**src/rtl/rain_pkg.sv**
```systemverilog
// Shared types for the rain lane engine: game states, the per-lane slot record
// and the lane-index width helper.
package rain_pkg;

    typedef enum logic [1:0] {
        ST_WELCOME = 2'd0,
        ST_PLAY    = 2'd1,
        ST_OVER    = 2'd2
    } state_t;

    // Slot fields are sized for the widest supported geometry; narrower
    // configurations zero-extend into them.
    localparam int Y_W_MAX   = 16;
    localparam int SPD_W_MAX = 8;

    typedef struct packed {
        logic                 active;
        logic [7:0]           ch;
        logic [SPD_W_MAX-1:0] speed;
        logic [Y_W_MAX-1:0]   y;
    } slot_t;

    function automatic int lane_w(input int n);
        return (n <= 1) ? 1 : $clog2(n);
    endfunction

endpackage

```
**src/rtl/rain_lane_pick.sv**
```systemverilog
// Combinational lane selection: lowest free slot for spawning and the
// deepest matching slot (lowest index on a tie) for key removal.
module rain_lane_pick
    import rain_pkg::*;
#(
    parameter int LANES  = 8,
    parameter int Y_W    = 10,
    parameter int LANE_W = lane_w(LANES)
) (
    input  logic [LANES-1:0]     active_vec,
    input  logic [LANES-1:0]     match_vec,
    input  logic [LANES*Y_W-1:0] y_flat,
    output logic [LANE_W-1:0]    free_idx,
    output logic                 any_free,
    output logic [LANE_W-1:0]    best_idx,
    output logic                 hit
);

    logic [Y_W-1:0] best_y;

    always_comb begin
        free_idx = '0;
        any_free = 1'b0;
        for (int i = LANES - 1; i >= 0; i--) begin
            if (!active_vec[i]) begin
                free_idx = LANE_W'(i);
                any_free = 1'b1;
            end
        end
    end

    // Strict greater-than keeps the earlier (lower) index when y values tie.
    always_comb begin
        best_idx = '0;
        best_y   = '0;
        hit      = 1'b0;
        for (int i = 0; i < LANES; i++) begin
            if (match_vec[i] && (!hit || (y_flat[i*Y_W +: Y_W] > best_y))) begin
                best_idx = LANE_W'(i);
                best_y   = y_flat[i*Y_W +: Y_W];
                hit      = 1'b1;
            end
        end
    end

endmodule

```
**src/rtl/rain_lane_engine.sv**
```systemverilog
// Game-state core for the falling-character typing game: LANES character slots
// with spawn, key-match removal, tick advance, score/miss tracking and read port.
module rain_lane_engine
    import rain_pkg::*;
#(
    parameter int LANES      = 8,
    parameter int Y_W        = 10,
    parameter int SPD_W      = 3,
    parameter int BOTTOM     = 480,
    parameter int MISS_LIMIT = 3
) (
    input  logic                     clk,
    input  logic                     rst,
    input  logic                     start,
    input  logic                     tick,
    input  logic                     spawn_valid,
    output logic                     spawn_ready,
    input  logic [7:0]               spawn_char,
    input  logic [SPD_W-1:0]         spawn_speed,
    input  logic [Y_W-1:0]           spawn_y,
    input  logic                     key_valid,
    input  logic [7:0]               key_char,
    input  logic [lane_w(LANES)-1:0] rd_lane,
    output logic                     rd_active,
    output logic [7:0]               rd_char,
    output logic [Y_W-1:0]           rd_y,
    output logic [1:0]               state,
    output logic [7:0]               score,
    output logic [7:0]               misses,
    output logic                     gameover
);

    localparam int LANE_W  = lane_w(LANES);
    localparam int NSLOT   = 1 << LANE_W;
    localparam int Y_RANGE = 1 << Y_W;
    localparam int MISS_Y  = (BOTTOM < Y_RANGE) ? BOTTOM : Y_RANGE;
    localparam logic [Y_W_MAX:0] MISS_Y_V = (Y_W_MAX + 1)'(MISS_Y);

    state_t cur_state, next_state;
    slot_t  slots [NSLOT];

    logic [LANES-1:0]     active_vec, match_vec, lost;
    logic [LANES*Y_W-1:0] y_flat;
    logic [LANE_W-1:0]    free_idx, best_idx;
    logic                 any_free, hit, play, spawn_fire;
    logic [Y_W_MAX:0]     y_sum [LANES];
    logic [6:0]           lost_count;
    logic [8:0]           miss_sum;
    logic [7:0]           next_misses;
    logic [SPD_W-1:0]     spawn_spd_eff;

    always_comb begin
        active_vec = '0;
        match_vec  = '0;
        y_flat     = '0;
        for (int i = 0; i < LANES; i++) begin
            active_vec[i]          = slots[i].active;
            match_vec[i]           = play && key_valid && slots[i].active && (slots[i].ch == key_char);
            y_flat[i*Y_W +: Y_W]   = slots[i].y[Y_W-1:0];
        end
    end

    rain_lane_pick #(
        .LANES  (LANES),
        .Y_W    (Y_W),
        .LANE_W (LANE_W)
    ) u_pick (
        .active_vec (active_vec),
        .match_vec  (match_vec),
        .y_flat     (y_flat),
        .free_idx   (free_idx),
        .any_free   (any_free),
        .best_idx   (best_idx),
        .hit        (hit)
    );

    // Sum is one bit wider than the stored y so a wrap past the top counts as a miss.
    always_comb begin
        lost       = '0;
        lost_count = '0;
        for (int i = 0; i < LANES; i++) begin
            y_sum[i] = {1'b0, slots[i].y} + (Y_W_MAX + 1)'(slots[i].speed);
            lost[i]  = play && tick && slots[i].active && !(hit && (best_idx == LANE_W'(i)))
                       && (y_sum[i] >= MISS_Y_V);
            lost_count = lost_count + 7'(lost[i]);
        end
        miss_sum    = 9'(misses) + 9'(lost_count);
        next_misses = (miss_sum >= 9'(MISS_LIMIT)) ? 8'(MISS_LIMIT) : miss_sum[7:0];
    end

    assign play          = (cur_state == ST_PLAY);
    assign spawn_ready   = play && any_free;
    assign spawn_fire    = spawn_valid && spawn_ready;
    assign spawn_spd_eff = (spawn_speed == '0) ? SPD_W'(1) : spawn_speed;
    assign state         = cur_state;
    assign gameover      = (cur_state == ST_OVER);

    always_ff @(posedge clk) begin
        if (rst) cur_state <= ST_WELCOME;
        else     cur_state <= next_state;
    end

    always_comb begin
        next_state = cur_state;
        case (cur_state)
            ST_WELCOME: if (start) next_state = ST_PLAY;
            ST_PLAY:    if (next_misses == 8'(MISS_LIMIT)) next_state = ST_OVER;
            ST_OVER:    if (start) next_state = ST_WELCOME;
            default:    next_state = ST_WELCOME;
        endcase
    end

    // Removal wins over advance; a spawn only ever lands in a slot that was idle.
    always_ff @(posedge clk) begin
        if (rst || (cur_state == ST_WELCOME && start)) begin
            for (int i = 0; i < NSLOT; i++) slots[i] <= '0;
            score  <= '0;
            misses <= '0;
        end else if (play) begin
            for (int i = 0; i < LANES; i++) begin
                if (hit && (best_idx == LANE_W'(i))) begin
                    slots[i].active <= 1'b0;
                end else if (lost[i]) begin
                    slots[i].active <= 1'b0;
                end else if (tick && slots[i].active) begin
                    slots[i].y <= y_sum[i][Y_W_MAX-1:0];
                end
                if (spawn_fire && (free_idx == LANE_W'(i))) begin
                    slots[i] <= slot_t'{active: 1'b1, ch: spawn_char,
                                        speed: SPD_W_MAX'(spawn_spd_eff), y: Y_W_MAX'(spawn_y)};
                end
            end
            if (hit && (score != 8'hFF)) score <= score + 8'd1;
            misses <= next_misses;
        end
    end

    always_ff @(posedge clk) begin
        if (rst) begin
            rd_active <= 1'b0;
            rd_char   <= '0;
            rd_y      <= '0;
        end else begin
            rd_active <= slots[rd_lane].active;
            rd_char   <= slots[rd_lane].ch;
            rd_y      <= slots[rd_lane].y[Y_W-1:0];
        end
    end

endmodule

```
**config.mk**
```make
export PLATFORM = sky130hd
export DESIGN_NAME = rain_lane_engine
export DESIGN_NICKNAME = d
export VERILOG_FILES = /design/src/rtl/rain_pkg.sv /design/src/rtl/rain_lane_pick.sv /design/src/rtl/rain_lane_engine.sv
export SDC_FILE = /design/constraint.sdc
export NUM_CORES = 1
export LEC_CHECK = 0
export BUFFER_PORTS_ARGS = -buffer_cell sky130_fd_sc_hd__buf_2
export CORE_MARGIN = 3
export CORE_UTILIZATION = 45
export CTS_CLUSTER_DIAMETER = 40
export DETAILED_ROUTE_END_ITERATION = 10
export SLEW_MARGIN = 40
export SYNTH_ARGS = -nofsm -noshare
export SYNTH_HDL_FRONTEND = slang
export SYNTH_SLANG_ARGS = --single-unit
export TNS_END_PERCENT = 5
```
**constraint.sdc**
```tcl
create_clock -name clk -period 28 [get_ports clk]
set_input_delay 0 -clock clk [delete_from_list [all_inputs] [get_ports clk]]
set_output_delay 0 -clock clk [all_outputs]
set_load 0.005 [all_outputs]
```
---- After elaboration in Yosys (flattened, before gate mapping) ----
Memory sizes are Yosys's and may differ from the RTL's. A register that Yosys moved wholly into a read port is not among the register bits.
Cells that the tools add are included.
storage, ports and cells
  logic and storage cells ................. 466
  memories ................................ 1
  RAM bits ................................ 224
  input port bits ......................... 38
  output and inout port bits .............. 39
  flip-flop bits (word level) ............. 18
operators by class
  eq/ne operators ......................... 29
  magnitude comparators ................... 16
  bitwise logic cells ..................... 48
  multiplexer cells ....................... 246
  reduce and logical (&&, ||, !) cells .... 106
  add/sub/neg operators ................... 17
memories
  name   depth  bits a word  read ports  clocked after Yosys merged registers in  write ports  RTL line                text
  slots  8      28           9           1                                        8            rain_lane_engine.sv:40  slot_t slots [NSLOT];
operators by type and width
  cell                                                                                  number
  16-bit 2-to-1 mux                                                                     16
  1-bit 2-to-1 mux                                                                      195
  16-bit by 8-bit adder with 17-bit output                                              8
  17-bit by 9-bit greater-or-equal comparator with 1-bit output, second input constant  8
  11-bit 2-to-1 mux                                                                     8
  1-bit logical AND                                                                     77
  10-bit > comparator                                                                   7
  10-bit 2-to-1 mux                                                                     7
  8-bit equality test                                                                   8
  1-bit bitwise OR                                                                      48
  3-bit 2-to-1 mux                                                                      13
  3-bit equality test, second input constant                                            8
  1-bit logical NOT                                                                     15
  3-bit by 2-bit equality test with 1-bit output, second input constant                 4
  2-bit 2-to-1 mux                                                                      5
  8-bit by 7-bit adder with 9-bit output                                                1
  9-bit by 2-bit greater-or-equal comparator with 1-bit output, second input constant   1
  3-bit logical NOT                                                                     3
  8-bit by 1-bit adder with 8-bit output, second input constant                         1
  8-bit by 2-bit equality test with 1-bit output, second input constant                 1
  1-bit logical OR                                                                      8
  8-bit 2-to-1 mux                                                                      1
  8-bit inequality test, second input constant                                          1
  6-bit by 1-bit adder with 7-bit output                                                1
  other kinds (15)                                                                      17

---- Depth between registers and ports, before layout ----
  depth in word-level cells ............... 51
  depth in mapped cells ................... 88
  mapped depth without buffers ............ 76

---- By module ----
Synthesis repeated with hierarchy kept, for this count alone.
second synthesis, totals
  cell total of the unflattened synthesis .. 1808
  area total of the unflattened synthesis .. 18193.7 µm²
by module, submodules not included
  module            times used  area each (µm²)  cells an instance  sequential area each (µm²)
  rain_lane_engine  1           15029.4          1390               7467.2
  rain_lane_pick    1           3164.3           418                0.0

---- Worst setup path after synthesis ----
Ideal clock, no wire load.
  path kind ............................... flip-flop to flip-flop
  from .................................... memory slots[0][19] (netlist name)
  to ...................................... register cur_state[1] (netlist: state[1])
  required time ........................... 27.885 ns
  arrival ................................. 16.802 ns
  library setup time ...................... 0.115 ns
  stages on the path, launching flop included .. 79
  slack ................................... 11.083 ns
  buffers on the path ..................... 9
  clock period less this slack ............ 16.917 ns
  cell sequence ........................... edfxtp_1 > xnor2_2 > nand4_1 > nor4_1 > clkbuf_1 > nand2_1 > ha_1 > and3_1 > a221oi_1 > o221ai_1 > clkbuf_1 > a22o_1 > buf_2 > buf_2 > nor2_1 > nor2_1 > ha_1 > nand4_1 > (+43 left out) > or4_1 > o311ai_0 > a211oi_1 > and2_1 > and2_1 > nor2b_1 > fa_1 > inv_1 > fa_1 > inv_1 > fa_1 > fa_1 > inv_1 > fa_1 > o21ai_0 > a211oi_1 > nor2_1 > o21ba_2
RTL lines
  item                    RTL line                 text
  start: declaration      rain_lane_engine.sv:40
  end signal: assignment  rain_lane_engine.sv:100  else cur_state <= next_state;
  end: declaration        rain_lane_engine.sv:39   state_t cur_state, next_state;

---- Worst setup path after layout ----
  from .................................... register cur_state[0] (netlist: state[0])
  to ...................................... register cur_state[0] (netlist: state[0])
on the way
  word-level cells in the longest chain between the ends .. 51
  elaborated cells between the ends (all ways) .. 135
  those cells by class .................... add/sub (8); order compare (8); eq/ne (13); mux (24); reduce/logical (82)
ends and longest elaborated chain
  item                                                               RTL line                                         text
  2-bit by 1-bit equality test with 1-bit output                     rain_lane_engine.sv:91, rain_lane_engine.sv:105
  1-bit logical AND (3 in a row)                                     rain_lane_engine.sv:58                           match_vec[i] = play && key_valid && slots[i].active && (slots[i].ch == key_char);
  10-bit 2-to-1 mux / 1-bit 2-to-1 mux (equally long branches)       rain_lane_pick.sv:38                             if (match_vec[i] && (!hit || (y_flat[i*Y_W +: Y_W] > best_y))) begin
  10-bit > comparator / 1-bit logical NOT (equally long branches)    rain_lane_pick.sv:38
  1-bit logical OR                                                   rain_lane_pick.sv:38
  1-bit logical AND                                                  rain_lane_pick.sv:38
  10-bit 2-to-1 mux / 1-bit 2-to-1 mux (equally long branches)       rain_lane_pick.sv:38
  10-bit > comparator / 1-bit logical NOT (equally long branches)    rain_lane_pick.sv:38
  (+33 left out)                                                     --
  6-bit by 1-bit adder with 7-bit output                             rain_lane_engine.sv:85                           lost_count = lost_count + 7'(lost[i]);
  7-bit by 1-bit adder with 7-bit output                             rain_lane_engine.sv:85
  8-bit by 7-bit adder with 9-bit output                             rain_lane_engine.sv:87                           miss_sum = 9'(misses) + 9'(lost_count);
  9-bit by 2-bit greater-or-equal comparator with 1-bit output       rain_lane_engine.sv:88                           next_misses = (miss_sum >= 9'(MISS_LIMIT)) ? 8'(MISS_LIMIT) : miss_sum[7:0];
  8-bit 2-to-1 mux                                                   rain_lane_engine.sv:88
  8-bit by 2-bit equality test with 1-bit output                     rain_lane_engine.sv:107                          ST_PLAY: if (next_misses == 8'(MISS_LIMIT)) next_state = ST_OVER;
  2-bit by 1-bit inequality test with 1-bit output (no source line)  --
  3-bit AND reduction (no source line)                               --
Parallel ways exist; a longest one is shown, timed or not.
A chain may end at the register's enable or synchronous reset.

==> results summary <==
The flow ran to the end, and the final reports show no timing, DRC or antenna violations. The global routing usage summed across all routing layers is between 20% and 30%. The fraction of final layout cells sized beyond drive strength 1 is roughly 14%.

The floorplan die area is between 0.04 and 0.05 sq mm. The share of async-settable or async-resettable flops after synthesis is 0%. The setup slack on the worst flop-to-flop path is just over 7000 ps.

Clock skew on the completed layout was measured at 40.8 ps. The worst setup path is captured at a flip-flop. The initial cell density of the core came out at 46.1%. sky130_fd_sc_hd__edfxtp_1 takes more of the synthesized area than any other cell. The number of fill cells is 3481. The core region is 0.0390 sq mm. Setup repair after global routing left no endpoint under its margin. The share of the synthesized area in the top cell type came out at 37.4%. The number of distinct standard cells referenced by the synthesized netlist is between 80 and 90.

The routed design could run at a clock period as short as 20720 ps. In this run the deepest clock path goes through 3 buffers. Measured in cells, the most critical reg-to-reg path has a length of slightly above 70.

The TritonCTS clock tree is yes. Measured along the x axis, the die boundary spans 206 um. The detail route stage leaves a number of antenna-violating nets equal to 0.

The number of global-route vias before repair came out at roughly 14000. Counting every sink on the clock net gives approximately 260. The maximum net fanout on the critical path is 23.

The share of the clock period used by the worst path came out at 74.0%. The relative slew slack came out at around two fifths. The first routing iteration left 1760 violations.

In the post-synthesis netlist, the biggest area contributors are sky130_fd_sc_hd__edfxtp_1 (37%), sky130_fd_sc_hd__ha_1 (7.0%), sky130_fd_sc_hd__mux4_2 (4.8%). The slowest cell on the critical path is sky130_fd_sc_hd__a22o_1. The congestion estimate from routability-driven global placement came to 0.980. The tightest hold margin is about 26 ps. The wire length of the first global-routing pass is 89800 um.

The count of endpoints failing setup in the final report is 0. The average instance in the mapped netlist occupies 9.93 sq um. The clock slew seen by the registers of the worst setup and hold paths came out at approximately 60 ps. The final standard cell utilization of the core came out at between 50 and 60%. In the post-synthesis netlist, the cell with the most instances is sky130_fd_sc_hd__edfxtp_1.

The detailed-route vias per instance is 6.01. The standard-cell row count came out at 72. The share of the Yosys chip area taken by registers is 41.6%. The number of instances in the synthesized netlist is 1810. The final total negative setup slack is 0 ps. The final-stage net count came out at 2070.

Wires add up to 60200 um. The delay contributed by the slowest stage of the critical path came out at 750 ps. The total of flip-flops plus latches after synthesis is roughly 260. The signed area change from the synthesized netlist to the final layout is 15.3%. The total power per unit cell area is about 60 mW/mm^2. The overall power after layout came out at 1.23 mW. The worst hold-check path type is input port to flip-flop. After synthesis, the most frequently instantiated cells are sky130_fd_sc_hd__edfxtp_1 (224), sky130_fd_sc_hd__nand2_1 (198), sky130_fd_sc_hd__nor2_1 (186).

After clock tree synthesis, the setup repair step added 0 buffers. The highest clock frequency the design can meet came out at approximately 0.048 GHz. The root cell of the clock tree is sky130_fd_sc_hd__clkbuf_16. The overall overflow remaining after global route is 0. The total CTS buffers is between 40 and 50. The max-slew violation total from the final report is 0. In this run the static leakage power is 7.83 nW. The count of synthesis-stage warnings from yosys is 0. The number of input and output port buffers inserted came out at 76. The first TritonRoute pass finished after 6 iterations. The H-tree depth reported by CTS is 2. The number of remaining DRC errors is 0. In this run the critical register-to-register path is launched from state[0].

The critical path is of the flip-flop to flip-flop type. The HPWL after detailed placement is 44400 um. The die extent in y is 206 um. The post-synthesis cell area came out at 0.0180 sq mm. The number of flops mapped to enable cells by yosys came out at approximately 220. The worst setup path is launched from a flip-flop.

The pin slew with the least headroom to its limit came out at ~910 ps. The most used flip-flop cell after synthesis is sky130_fd_sc_hd__edfxtp_1. Entering global routing, the biggest net connects 39 pins. In this run the count of I/O pins placed on the die edge is 77. Tracing the worst setup path back leads to its startpoint at state[0]. In this run the critical register-to-register path is captured at state[0].

The final number of hold-violating endpoints is 0. The maximum VDD drop came out at 0.0450 mV. The routed length per placed instance is 24.3 um. The required time reported for the critical path endpoint came out at 28510 ps.

The total inserted antenna cells came out at 0. The number of max-cap violations is 0. The clock latency reported for the late side of the worst-skew pair came out at 600 ps. The most critical setup path has its endpoint at state[0]. The data arrival time of the critical path is 21240 ps.

The total via count after detailed routing is 14900. The number of antenna violations at the first check in global routing came out at 0. The most numerous cell type found on the critical path is sky130_fd_sc_hd__ha_1.
## cells in the final DEF (no fill, tap or decap), types with 33 or more instances in the layout
cell type	count
sky130_fd_sc_hd__edfxtp_1	224
sky130_fd_sc_hd__nor3_1	44
sky130_fd_sc_hd__nand3_1	38
sky130_fd_sc_hd__mux4_2	38
sky130_fd_sc_hd__inv_1	106
sky130_fd_sc_hd__dfxtp_1	37
sky130_fd_sc_hd__a21oi_1	47
sky130_fd_sc_hd__nand4_1	45
sky130_fd_sc_hd__o21ai_0	98
sky130_fd_sc_hd__xnor2_1	96
sky130_fd_sc_hd__clkbuf_16	47
sky130_fd_sc_hd__xor2_1	55
sky130_fd_sc_hd__conb_1	36
sky130_fd_sc_hd__nor2_1	180
sky130_fd_sc_hd__ha_1	101
sky130_fd_sc_hd__nand2_1	198
sky130_fd_sc_hd__buf_2	76
sky130_fd_sc_hd__o21a_1	33
## critical path: cells and delay by family, from the launching register on
family                     cells  cell delay (ps)
and+or+nand+nor               18             4180
AOI/OAI and AO/OA             34            10210
adders and majority gates     12             4150
buffers and inverters          6              910
muxes                          2              710
DFF                            1              420
## layer usage
layer / share of wire [%] / track usage, % / wire, um
met5: 0 / 0 / 0
met4: 3.5 / 9.77 / 2130
met3: 8.0 / 4.33 / 4850
met2: 44 / 44.3 / 26800
met1: 44 / 40.8 / 26500
## stage by stage
| stage | cells | setup WS (ps) | instance area [sq um] |
|---|---|---|---|
| 6_report | 2475 | 7280 | 20700 |
| 5_1_grt | 2475 | 5920 | 20700 |
| 4_1_cts | 2474 | 7530 | 20700 |
| 3_5_place_dp | 2368 | 7600 | 18900 |
| 3_3_place_gp | 2367 | 7560 | 18900 |
| 2_1_floorplan | 1845 | 11080 | 18100 |
## how the worst min path moves through the flow
stage / slack (ps) / startpoint / cells past startpoint / to
after floorplan: 180 / start / 2 / state[0]
after global placement: 320 / start / 3 / state[0]
after detailed placement: 330 / start / 3 / state[0]
after CTS: 8 / spawn_y[7] / 3 / slots[4][7]
after global routing: 20 / spawn_y[5] / 3 / slots[2][5]
final: 30 / spawn_y[5] / 3 / slots[2][5]
## sequential cells by signal (all words and copies together) (netlist names)
| register | cells |
|---|---|
| state | 2 |
| misses | 8 |
| slots | 224 |
| score | 8 |
| rd_y | 10 |
| rd_char | 8 |
| rd_active | 1 |
## timing repair
| item | 4_1_cts | 5_1_grt |
|---|---|---|
| resized for setup | 0 | 0 |
| endpoints found under the hold margin | 132 | 8 |
| hold buffers | 18 | 1 |
## cells by family (layout without fill, tap and decap cells)
group,after synthesis,after routing,synth area share [%]
flip-flops,261,261,41.6
other,1,36,0.0209
XOR/XNOR,155,155,7.72
multiplexers,73,73,6.81
buffers and inverters,194,306,4.55
adder cells (fa/ha/maj),114,114,8.48
AO/OA/AOI/OAI,354,354,13.4
AND/OR/NAND/NOR,658,658,17.5
## final cells by class
type / instances / area [sq um] / area share [%]
multi-input combinational: 1390 / 9920 / 47.8
sequential: 261 / 7470 / 36.0
clock buffer: 54 / 1220 / 5.90
timing repair buffer: 112 / 706 / 3.41
tap: 518 / 648 / 3.13
inverter: 106 / 398 / 1.92
clock inverter: 34 / 367 / 1.77
## where the power goes
part           switching, mW  internal [mW]  total (mW)
Combinational         0.0936         0.0617       0.155
Clock                  0.218          0.357       0.575
Sequential            0.0390          0.456       0.495
Total                  0.350          0.875        1.23
(Power assumes the default switching activity.)
